[src/rtl/rf_refill_writer.sv]
// ---------------------------------------------------------------------------
// rf_refill_writer
//
// Fills a small register file from memory one cache-line-sized block at a
// time, and can also clear the whole register file to zero.
//
//   IDLE   : waits for work. A flush request wins over a refill request.
//   FLUSH  : writes zero to every word, address 0 .. NUM_WORDS-1, one word
//            per cycle. flush_ack_o pulses in the cycle after the last write.
//   REFILL : issues BEATS memory beat requests for the latched line, and
//            writes each response into the register file as it arrives.
//            refill_done_o pulses in the cycle after the last beat is written.
//
// Handshakes (valid/ready): a transfer on refill_req_i/refill_gnt_o or on
// mem_req_o/mem_gnt_i happens on a rising edge where both are high. The
// requester holds its request and payload stable until that edge. Memory
// responses (mem_rvalid_i) have no back-pressure and come back in order,
// one per granted request.
//
// Ports
//   clk, rst_n          clock, asynchronous active-low reset
//   flush_req_i         level request to zero the register file
//   flush_ack_o         one-cycle pulse, flush complete
//   refill_req_i        refill request (valid)
//   refill_gnt_o        refill request accepted (ready)
//   refill_addr_i       byte address anywhere inside the line to fetch
//   refill_idx_i        destination line index in the register file
//   refill_done_o       one-cycle pulse, last beat of the line written
//   mem_req_o/addr_o    memory beat request and its byte address
//   mem_gnt_i           memory accepted the beat request
//   mem_rvalid_i/rdata  in-order response data
//   wr_en_o/addr_o/data register-file write port (writes on the same edge)
//   busy_o              high whenever the FSM is not in IDLE
//   fsm_state_o         current FSM state (debug): 0 IDLE, 1 FLUSH, 2 REFILL
// ---------------------------------------------------------------------------
module rf_refill_writer #(
  parameter int ADDR_WIDTH       = 5,
  parameter int DATA_WIDTH       = 32,
  parameter int BEATS_LOG2       = 2,
  parameter int FETCH_ADDR_WIDTH = 32
) (
  input  logic                             clk,
  input  logic                             rst_n,
  input  logic                             flush_req_i,
  output logic                             flush_ack_o,
  input  logic                             refill_req_i,
  output logic                             refill_gnt_o,
  input  logic [FETCH_ADDR_WIDTH-1:0]      refill_addr_i,
  input  logic [ADDR_WIDTH-BEATS_LOG2-1:0] refill_idx_i,
  output logic                             refill_done_o,
  output logic                             mem_req_o,
  output logic [FETCH_ADDR_WIDTH-1:0]      mem_addr_o,
  input  logic                             mem_gnt_i,
  input  logic                             mem_rvalid_i,
  input  logic [DATA_WIDTH-1:0]            mem_rdata_i,
  output logic                             wr_en_o,
  output logic [ADDR_WIDTH-1:0]            wr_addr_o,
  output logic [DATA_WIDTH-1:0]            wr_data_o,
  output logic                             busy_o,
  output logic [1:0]                       fsm_state_o
);

  localparam int BEATS      = 1 << BEATS_LOG2;
  localparam int BYTES_LOG2 = $clog2(DATA_WIDTH / 8);
  localparam int LINE_LOG2  = BYTES_LOG2 + BEATS_LOG2;
  localparam int CNT_W      = BEATS_LOG2 + 1;
  localparam int IDX_W      = ADDR_WIDTH - BEATS_LOG2;

  // One extra counter bit so "all BEATS issued" is distinguishable from 0.
  localparam logic [CNT_W-1:0]            BEATS_CNT  = CNT_W'(BEATS);
  localparam logic [CNT_W-1:0]            LAST_BEAT  = CNT_W'(BEATS - 1);
  localparam logic [ADDR_WIDTH-1:0]       FLUSH_LAST = '1;
  // Clears the byte-in-beat and beat-in-line bits of the refill address.
  localparam logic [FETCH_ADDR_WIDTH-1:0] LINE_MASK  = {FETCH_ADDR_WIDTH{1'b1}} << LINE_LOG2;

  typedef enum logic [1:0] {
    ST_IDLE   = 2'd0,
    ST_FLUSH  = 2'd1,
    ST_REFILL = 2'd2
  } state_t;

  state_t                      state_q, state_d;
  logic [ADDR_WIDTH-1:0]       flush_cnt_q;
  logic [CNT_W-1:0]            req_cnt_q;
  logic [CNT_W-1:0]            rsp_cnt_q;
  logic [FETCH_ADDR_WIDTH-1:0] base_q;
  logic [IDX_W-1:0]            idx_q;
  logic                        done_q;
  logic                        ack_q;

  logic                        refill_accept;
  logic                        req_fire;
  logic                        rsp_fire;
  logic                        rsp_last;
  logic                        flush_last;
  logic [FETCH_ADDR_WIDTH-1:0] beat_off;
  logic                        spurious_rsp;

  assign beat_off      = FETCH_ADDR_WIDTH'(req_cnt_q) << BYTES_LOG2;
  assign refill_accept = refill_gnt_o;
  assign rsp_last      = (rsp_cnt_q == LAST_BEAT);
  assign flush_last    = (flush_cnt_q == FLUSH_LAST);

  // A response that does not match an outstanding request is dropped.
  assign spurious_rsp  = mem_rvalid_i & ~rsp_fire;

  // -------------------------------------------------------------------------
  // FSM: state register
  // -------------------------------------------------------------------------
  always_ff @(posedge clk or negedge rst_n) begin
    if (!rst_n) begin
      state_q <= ST_IDLE;
    end else begin
      state_q <= state_d;
    end
  end

  // -------------------------------------------------------------------------
  // FSM: next state
  // -------------------------------------------------------------------------
  always_comb begin
    state_d = state_q;
    case (state_q)
      ST_IDLE: begin
        if (flush_req_i) begin
          state_d = ST_FLUSH;
        end else if (refill_accept) begin
          state_d = ST_REFILL;
        end
      end
      ST_FLUSH: begin
        if (flush_last) begin
          state_d = ST_IDLE;
        end
      end
      ST_REFILL: begin
        // A pending flush is left alone until the line is complete.
        if (rsp_fire && rsp_last) begin
          state_d = ST_IDLE;
        end
      end
      default: state_d = ST_IDLE;
    endcase
  end

  // -------------------------------------------------------------------------
  // FSM: outputs
  // -------------------------------------------------------------------------
  always_comb begin
    refill_gnt_o = 1'b0;
    mem_req_o    = 1'b0;
    mem_addr_o   = '0;
    wr_en_o      = 1'b0;
    wr_addr_o    = '0;
    wr_data_o    = '0;
    req_fire     = 1'b0;
    rsp_fire     = 1'b0;
    case (state_q)
      ST_IDLE: begin
        // rst_n gates the grant so every output is low while in reset.
        refill_gnt_o = rst_n & refill_req_i & ~flush_req_i;
      end
      ST_FLUSH: begin
        wr_en_o   = 1'b1;
        wr_addr_o = flush_cnt_q;
      end
      ST_REFILL: begin
        // The address only depends on req_cnt_q, so it holds while stalled.
        if (req_cnt_q < BEATS_CNT) begin
          mem_req_o  = 1'b1;
          mem_addr_o = base_q + beat_off;
        end
        req_fire = mem_req_o & mem_gnt_i;
        if (mem_rvalid_i && (rsp_cnt_q != req_cnt_q)) begin
          rsp_fire  = 1'b1;
          wr_en_o   = 1'b1;
          wr_addr_o = {idx_q, rsp_cnt_q[BEATS_LOG2-1:0]};
          wr_data_o = mem_rdata_i;
        end
      end
      default: ;
    endcase
  end

  assign busy_o        = (state_q != ST_IDLE);
  assign flush_ack_o   = ack_q;
  assign refill_done_o = done_q;
  assign fsm_state_o   = state_q;

  // -------------------------------------------------------------------------
  // Datapath: counters, latched request, completion pulses
  // -------------------------------------------------------------------------
  always_ff @(posedge clk or negedge rst_n) begin
    if (!rst_n) begin
      flush_cnt_q <= '0;
      req_cnt_q   <= '0;
      rsp_cnt_q   <= '0;
      base_q      <= '0;
      idx_q       <= '0;
      done_q      <= 1'b0;
      ack_q       <= 1'b0;
    end else begin
      done_q <= rsp_fire & rsp_last;
      ack_q  <= (state_q == ST_FLUSH) & flush_last;

      if (state_q == ST_FLUSH) begin
        flush_cnt_q <= flush_cnt_q + 1'b1;
      end else begin
        flush_cnt_q <= '0;
      end

      if (state_q == ST_IDLE) begin
        if (refill_accept) begin
          base_q    <= refill_addr_i & LINE_MASK;
          idx_q     <= refill_idx_i;
          req_cnt_q <= '0;
          rsp_cnt_q <= '0;
        end
      end else if (state_q == ST_REFILL) begin
        // Grant and response in the same cycle each advance their counter.
        if (req_fire) begin
          req_cnt_q <= req_cnt_q + 1'b1;
        end
        if (rsp_fire) begin
          rsp_cnt_q <= rsp_cnt_q + 1'b1;
        end
      end
    end
  end

  // Response with nothing outstanding: dropped, but reported in simulation.
  always_ff @(posedge clk) begin
    if (rst_n) begin
      assert (!spurious_rsp)
        else $warning("rf_refill_writer: response without outstanding request ignored");
    end
  end

endmodule

[config.mk]
export PLATFORM = sky130hd
export DESIGN_NAME = rf_refill_writer
export DESIGN_NICKNAME = d
export VERILOG_FILES = /design/src/rtl/rf_refill_writer.sv
export SDC_FILE = /design/constraint.sdc
export NUM_CORES = 1
export LEC_CHECK = 0
export CAP_MARGIN = 20
export CORE_MARGIN = 2
export CORE_UTILIZATION = 42
export DETAILED_ROUTE_END_ITERATION = 6
export HOLD_SLACK_MARGIN = 0.02
export PLACE_DENSITY_LB_ADDON = 0.2
export SYNTH_ARGS = -nofsm -noshare
export SYNTH_HDL_FRONTEND = slang
export SYNTH_SLANG_ARGS = --single-unit
export TNS_END_PERCENT = 5
[constraint.sdc]
create_clock -name clk -period 3.15 [get_ports clk]
set_input_delay 0.315 -clock clk [delete_from_list [all_inputs] [get_ports clk]]
set_output_delay 0.315 -clock clk [all_outputs]
set_load 0.02 [all_outputs]
==> impl_metrics.env, run 1 <==
export IMPL_syn_to_final_growth_pct=57.8
export IMPL_die_w_um=85.0
export IMPL_cts_max_path_buffers=2
export IMPL_worstPathArrival_ns=2.56
export IMPL_drive_gt1_frac=0.0379
export IMPL_postCtsHoldBufs=0
export IMPL_netlist_area_mm2=0.00276
export IMPL_dieHeight_um=85.0
export IMPL_vias_per_cell=5.06
export IMPL_synth_top_family_by_area="simple AND/OR/NAND/NOR gates"
export IMPL_hold_viol=0
export IMPL_clkLatencyLatePin_ns=0.30
export IMPL_cts_tree="done"
export IMPL_gp_congestion=0.807
export IMPL_synth_seq_cells=46
export IMPL_yosysSeqAreaShare=0.418
export IMPL_fin_setup_tns_ns=0
export IMPL_synth_edf_count=0
export IMPL_firstDrtPassIters=4
export IMPL_grt_pass1_wl_um=12600
export IMPL_synth_mux_area_fraction=0.0109
export IMPL_cts_clk_slew_worst_paths_ns=0.09
export IMPL_htreeDepth=2
export IMPL_wl_um=7780
export IMPL_rsz0062_at_grt="false"
export IMPL_grt_max_degree=48
export IMPL_postCtsSetupBuffers=0
export IMPL_synthXorXnorAreaFrac=0.0350
export IMPL_status="finished clean"
export IMPL_report_final_slew_viol_count=0
export IMPL_fin_skew_ns=0.00783
export IMPL_grt_overflow_total=0
export IMPL_path_cells="inv_1 > ha_1 > o311a_1 > buf_4 > and2_1 > clkdlybuf4s50_1"
export IMPL_ant_nets=0
export IMPL_cts_buffers=5
export IMPL_rows=29
export IMPL_vias=2793
export IMPL_fmax_mhz=348
export IMPL_start_util=0.434
export IMPL_worstSetupStartpointType="register"
export IMPL_holdWs_ns=0.157
export IMPL_leakage_nw=2.00
export IMPL_synthSimpleGateAreaFrac=0.371
export IMPL_dp_hpwl_um=5970
export IMPL_critPathMaxFanout=34
export IMPL_mostFrequentLayoutCell="clkdlybuf4s50_1"
export IMPL_min_path_type="input port to asynchronous set/reset pin"
export IMPL_fin_crit_ns=2.87
export IMPL_finalCritPeriodShare=0.912
export IMPL_diodes=0
export IMPL_io_buffers=143
export IMPL_post_drt_wl_per_cell_um=14.1
export IMPL_slowest_stage="clkdlybuf4s50_1"
export IMPL_async_flop_share=1.00
export IMPL_syn_area_per_cell_um2=8.23
export IMPL_initialDrtViolationCount=162
export IMPL_cts_root_buf="clkbuf_8"
export IMPL_drcViolationCount=0
export IMPL_grt_use_total=0.216
export IMPL_synth_compound_area_frac=0.0767
export IMPL_drv_cap=0
export IMPL_final_cell_mix="clkdlybuf4s50_1, nand2_1, and2_1"
export IMPL_worstMarginPinSlew_ns=0.599
export IMPL_max_slew_margin=0.601
export IMPL_cp_end_kind="output pin"
export IMPL_synthTopCellsByArea="dfrtp_1, nand2_1, and2_1, ha_1, xor2_1"
export IMPL_ir_worst_vdd_mv=0.336
export IMPL_synth_flop_cell="dfrtp_1"
export IMPL_grt_pass1_vias=2696
export IMPL_layout_nets=556
export IMPL_final_util=0.685
export IMPL_core_area_mm2=0.00635
export IMPL_antenna_found_initial=0
export IMPL_critPathMaxStageDelay_ns=0.65
export IMPL_synth_top_area_frac=0.418
export IMPL_setup_worst_path_class="register to output pin"
export IMPL_required_ns=2.83
export IMPL_synthAdderAreaFrac=0.0409
export IMPL_crit_family="buffers and inverters"
export IMPL_netlist_instances=335
export IMPL_critPathBufInv=3
export IMPL_dieArea_mm2=0.00723
export IMPL_cts_resized=2
export IMPL_yosysWarningCount=0
export IMPL_ios=150
export IMPL_yosysTopAreaCell="dfrtp_1"
export IMPL_cts_sinks=46
export IMPL_setup_viol=0
export IMPL_p_per_area_mw_per_mm2=633
export IMPL_synth_cell_types=44
path summary, 6_finish.rpt:
kind / cells past startpoint / endpoint / from / slack, ns
min in group clk: 2 / idx_q[1] / idx_q[1] / 0.48
worst max register to register: 6 / rsp_cnt_q[2] / fsm_state_o[0] / 1.19
worst min-delay path: 2 / base_q[22] / rst_n / 0.16
worst max-delay path: 6 / wr_data_o[9] / fsm_state_o[0] / 0.28
worst min register to register: 2 / idx_q[1] / idx_q[1] / 0.48
max in group asynchronous: 2 / req_cnt_q[0] / rst_n / 2.56
worst register-to-register path: cells and delay by family, from the launching register on:
family	cells	cell delay [ns]
buf+inv	2	0.43
flops	1	0.41
compound gates	1	0.37
fa+ha+maj	1	0.25
simple gates	1	0.24
mux	1	0.19
cells by family (layout without fill, tap and decap cells):
kind of cell    Yosys count  count (layout)
xor+xnor                 11              11
simple gates            208             208
fa+ha+maj                 9               9
other cells               1               2
mux                       3               3
compound gates           31              31
buf+inv                  26             165
flops                    46              46
state kept, by name (all words and copies together) (netlist names):
signal / count
req_cnt_q: 3
base_q: 28
flush_ack_o: 1
refill_done_o: 1
idx_q: 3
fsm_state_o: 2
rsp_cnt_q: 3
flush_cnt_q: 5
cell type report:
type / count / area (um^2)
fill: 541 / 2000
tap: 77 / 96.3
sequential: 46 / 1150
timing repair buffer: 149 / 1480
clock buffer: 7 / 76.3
inverter: 8 / 30.0
multi-input combinational: 264 / 1490
clock inverter: 1 / 30.0
report_power, final:
part           switching (mW)  leakage (nW)  internal (mW)
registers               0.246         0.591          0.832
logic                   0.656          1.36          0.583
clock network           0.197        0.0524          0.238
total                    1.10          2.00           1.65
layer usage:
metal  routed length, um  vias to the layer above  track usage
met5                   0                        -            0
met4                 137                        0       0.0736
met3                 671                       10       0.0730
met2                3810                      119        0.364
met1                3160                     1299        0.257
li1                    -                     1365            -
Yosys cell counts, types with 2 or more instances:
cell and instances:
inv_1 6, nor2_1 11, and2_1 55, inv_2 2
nand3_1 6, a22oi_1 5, o21ai_1 3, ha_1 9
or4_1 5, nand4_1 3, o31ai_1 3, clkbuf_1 13
nand2_1 106, dfrtp_1 46, o21ai_0 2, or3_1 3
nor2b_1 8, buf_6 2, a21oi_1 8, buf_4 2
xor2_1 7, and3_1 2, mux2i_1 3, xnor2_1 4
nor4_1 2
through the flow:
stage	cells	total power [mW]	setup slack, ns	cell area [um^2]
5_1_grt	552	2.95	0.121	4350
3_5_place_dp	544	2.34	0.265	4230
4_1_cts	552	2.77	0.0149	4340
6_report	552	2.75	0.278	4350
3_3_place_gp	544	2.29	0.303	4230
2_1_floorplan	336	1.78	0.736	2760
Power figures use the tool's default switching activity.
==> run 2: changes to the inputs <==
--- a/config.mk
+++ b/config.mk
@@ -5,8 +5,9 @@
 export SDC_FILE = /design/constraint.sdc
 export NUM_CORES = 1
 export LEC_CHECK = 0
+export ABC_CLOCK_PERIOD_IN_PS = 3150
 export CAP_MARGIN = 20
-export CORE_MARGIN = 2
+export CORE_MARGIN = 8
 export CORE_UTILIZATION = 42
 export DETAILED_ROUTE_END_ITERATION = 6
 export HOLD_SLACK_MARGIN = 0.02
==> run 2 against run 1 <==
Net effect:
- utilization down 0.53 points
- global-route usage down 3.5 points
- largest cell class unchanged
- combinational power about the same
- worst setup slack worse by 0.081 ns
- clock skew down 0.0037 ns
- non-clock buffer count down 1
- critical path depth up 2
- die area up 30%
- design area down 0.78%
- routed wire length up 10%
- sequential cell count unchanged
- final cell count down 0.18%
- critical endpoint is now mem_addr_o[30]
==> impl_metrics.env, run 2 (same netlist as run 1, synthesis figures left out) <==
export IMPL_setup_worst_path_class="register to output pin"
export IMPL_post_drt_wl_per_cell_um=15.5
export IMPL_initialDrtViolationCount=127
export IMPL_critPathMaxFanout=9
export IMPL_dp_hpwl_um=6700
export IMPL_drive_gt1_frac=0.0422
export IMPL_largest_reg_flops=28
export IMPL_fillerInstances=535
export IMPL_gr_usage_met1=0.205
export IMPL_fin_skew_ns=0.00412
export IMPL_report_final_slew_viol_count=0
export IMPL_cts_buffers=5
export IMPL_fin_crit_ns=2.95
export IMPL_ant_nets=0
export IMPL_fmax_mhz=339
export IMPL_dp_cells=543
export IMPL_top_regs="base_q x28, flush_cnt_q x5"
export IMPL_grt_use_met3=0.0982
export IMPL_largest_register="base_q"
export IMPL_final_cell_mix="clkdlybuf4s50_1, nand2_1, and2_1"
export IMPL_grt_max_degree=48
export IMPL_worstMarginPinSlew_ns=0.600
export IMPL_ios=150
export IMPL_critPathMaxStageDelay_ns=0.47
export IMPL_wl_um=8560
export IMPL_grt_pass1_wl_um=14200
export IMPL_grt_overflow_total=0
export IMPL_clkLatencyLatePin_ns=0.29
export IMPL_drcViolationCount=0
export IMPL_die_w_um=97.0
export IMPL_multi_input_comb_area_mm2=0.00149
export IMPL_p_total_mw=2.68
export IMPL_grt_pass1_vias=2805
export IMPL_postCtsSetupBuffers=0
export IMPL_vias_per_cell=4.95
export IMPL_final_cells=551
export IMPL_htreeDepth=2
export IMPL_antenna_found_initial=0
export IMPL_busiest_layer="met2"
export IMPL_seq_area_mm2=0.00115
export IMPL_met2_usage=0.283
export IMPL_p_per_area_mw_per_mm2=622
export IMPL_cts_max_path_buffers=2
export IMPL_layout_nets=555
export IMPL_required_ns=2.83
export IMPL_rows=29
export IMPL_hold_viol=0
export IMPL_path_cells="nand2_1 > inv_1 > ha_1 > nand3_2 > or3_4 > or4b_1 > a21oi_1 > dlygate4sd2_1"
export IMPL_fin_setup_tns_ns=0
export IMPL_slowest_stage="or4b_1"
export IMPL_vias=2729
export IMPL_max_slew_margin=0.600
export IMPL_diodes=0
export IMPL_leakage_nw=1.95
export IMPL_mostFrequentLayoutCell="clkdlybuf4s50_1"
export IMPL_cp_end_kind="output pin"
export IMPL_cts_root_buf="clkbuf_8"
export IMPL_dieArea_mm2=0.00941
export IMPL_start_util=0.434
export IMPL_min_path_type="input port to asynchronous set/reset pin"
export IMPL_io_buffers=143
export IMPL_dieHeight_um=97.0
export IMPL_grt_use_total=0.181
export IMPL_firstDrtPassIters=4
export IMPL_core_area_mm2=0.00635
export IMPL_worstSetupStartpointType="register"
export IMPL_setup_viol=0
export IMPL_drv_cap=0
export IMPL_gp_congestion=0.806
export IMPL_syn_to_final_growth_pct=56.6
export IMPL_ir_worst_vdd_mv=0.370
export IMPL_cts_sinks=46
export IMPL_cts_clk_slew_worst_paths_ns=0.08
export IMPL_worstPathArrival_ns=2.64
export IMPL_cts_tree="done"
export IMPL_status="finished clean"
export IMPL_finalCritPeriodShare=0.937
export IMPL_rsz0062_at_grt="false"
[run 2: area by class of cell]
class | count | share of cell area
tap | 77 | 0.0223
inverter | 8 | 0.00696
timing repair buffer | 148 | 0.338
multi-input combinational | 264 | 0.345
sequential | 46 | 0.267
clock buffer | 7 | 0.0200
clock inverter | 1 | 0.00116
[run 2: power by group]
group          switching [mW]  leakage [nW]  internal [mW]
combinational           0.656          1.31          0.578
clock                   0.194        0.0482          0.177
sequential              0.246         0.591          0.832
total                    1.10          1.95           1.59
[run 2: final timing paths]
path / slack, ns / to / start / cells past startpoint
setup / recovery: 0.20 / mem_addr_o[30] / req_cnt_q[2] / 8
hold / removal: 0.17 / base_q[17] / rst_n / 2
setup reg to reg: 1.18 / rsp_cnt_q[2] / fsm_state_o[0] / 6
hold reg to reg: 0.47 / base_q[31] / base_q[31] / 2
max in group asynchronous: 2.58 / rsp_cnt_q[0] / rst_n / 2
min in group clk: 0.47 / base_q[31] / base_q[31] / 2
[run 2: critical path, delay by kind of cell (launching register included)]
kind | cells | cell delay, ns
AOI/OAI and AO/OA | 1 | 0.15
DFF | 1 | 0.41
and+or+nand+nor | 4 | 1.17
adders and majority gates | 1 | 0.18
buffers and inverters | 2 | 0.41
[run 2: stage by stage]
step | setup slack [ns] | area (um^2) | utilization | hold WS (ns)
3_5_place_dp | 0.139 | 4220 | 0.665 | 0.456
4_1_cts | 0.0194 | 4310 | 0.679 | 0.197
3_3_place_gp | 0.208 | 4220 | 0.665 | 0.450
5_1_grt | 0.0123 | 4320 | 0.680 | 0.217
2_1_floorplan | 0.736 | 2760 | - | 0.0194
6_report | 0.197 | 4320 | 0.680 | 0.169
[run 2: timing repair]
action	4_1_cts	5_1_grt
resized for setup	5	4
endpoints found under the setup margin	4	2
pin swaps	0	0
hold buffers	0	0
[run 2: metal layers]
layer  vias to the layer above  wire length (um)  share of wire
met2                       119              3930           0.46
met4                         0               146          0.017
met3                        14              1060           0.12
met5                         -                 0              0
met1                      1229              3430           0.40
li1                       1367                 -              -
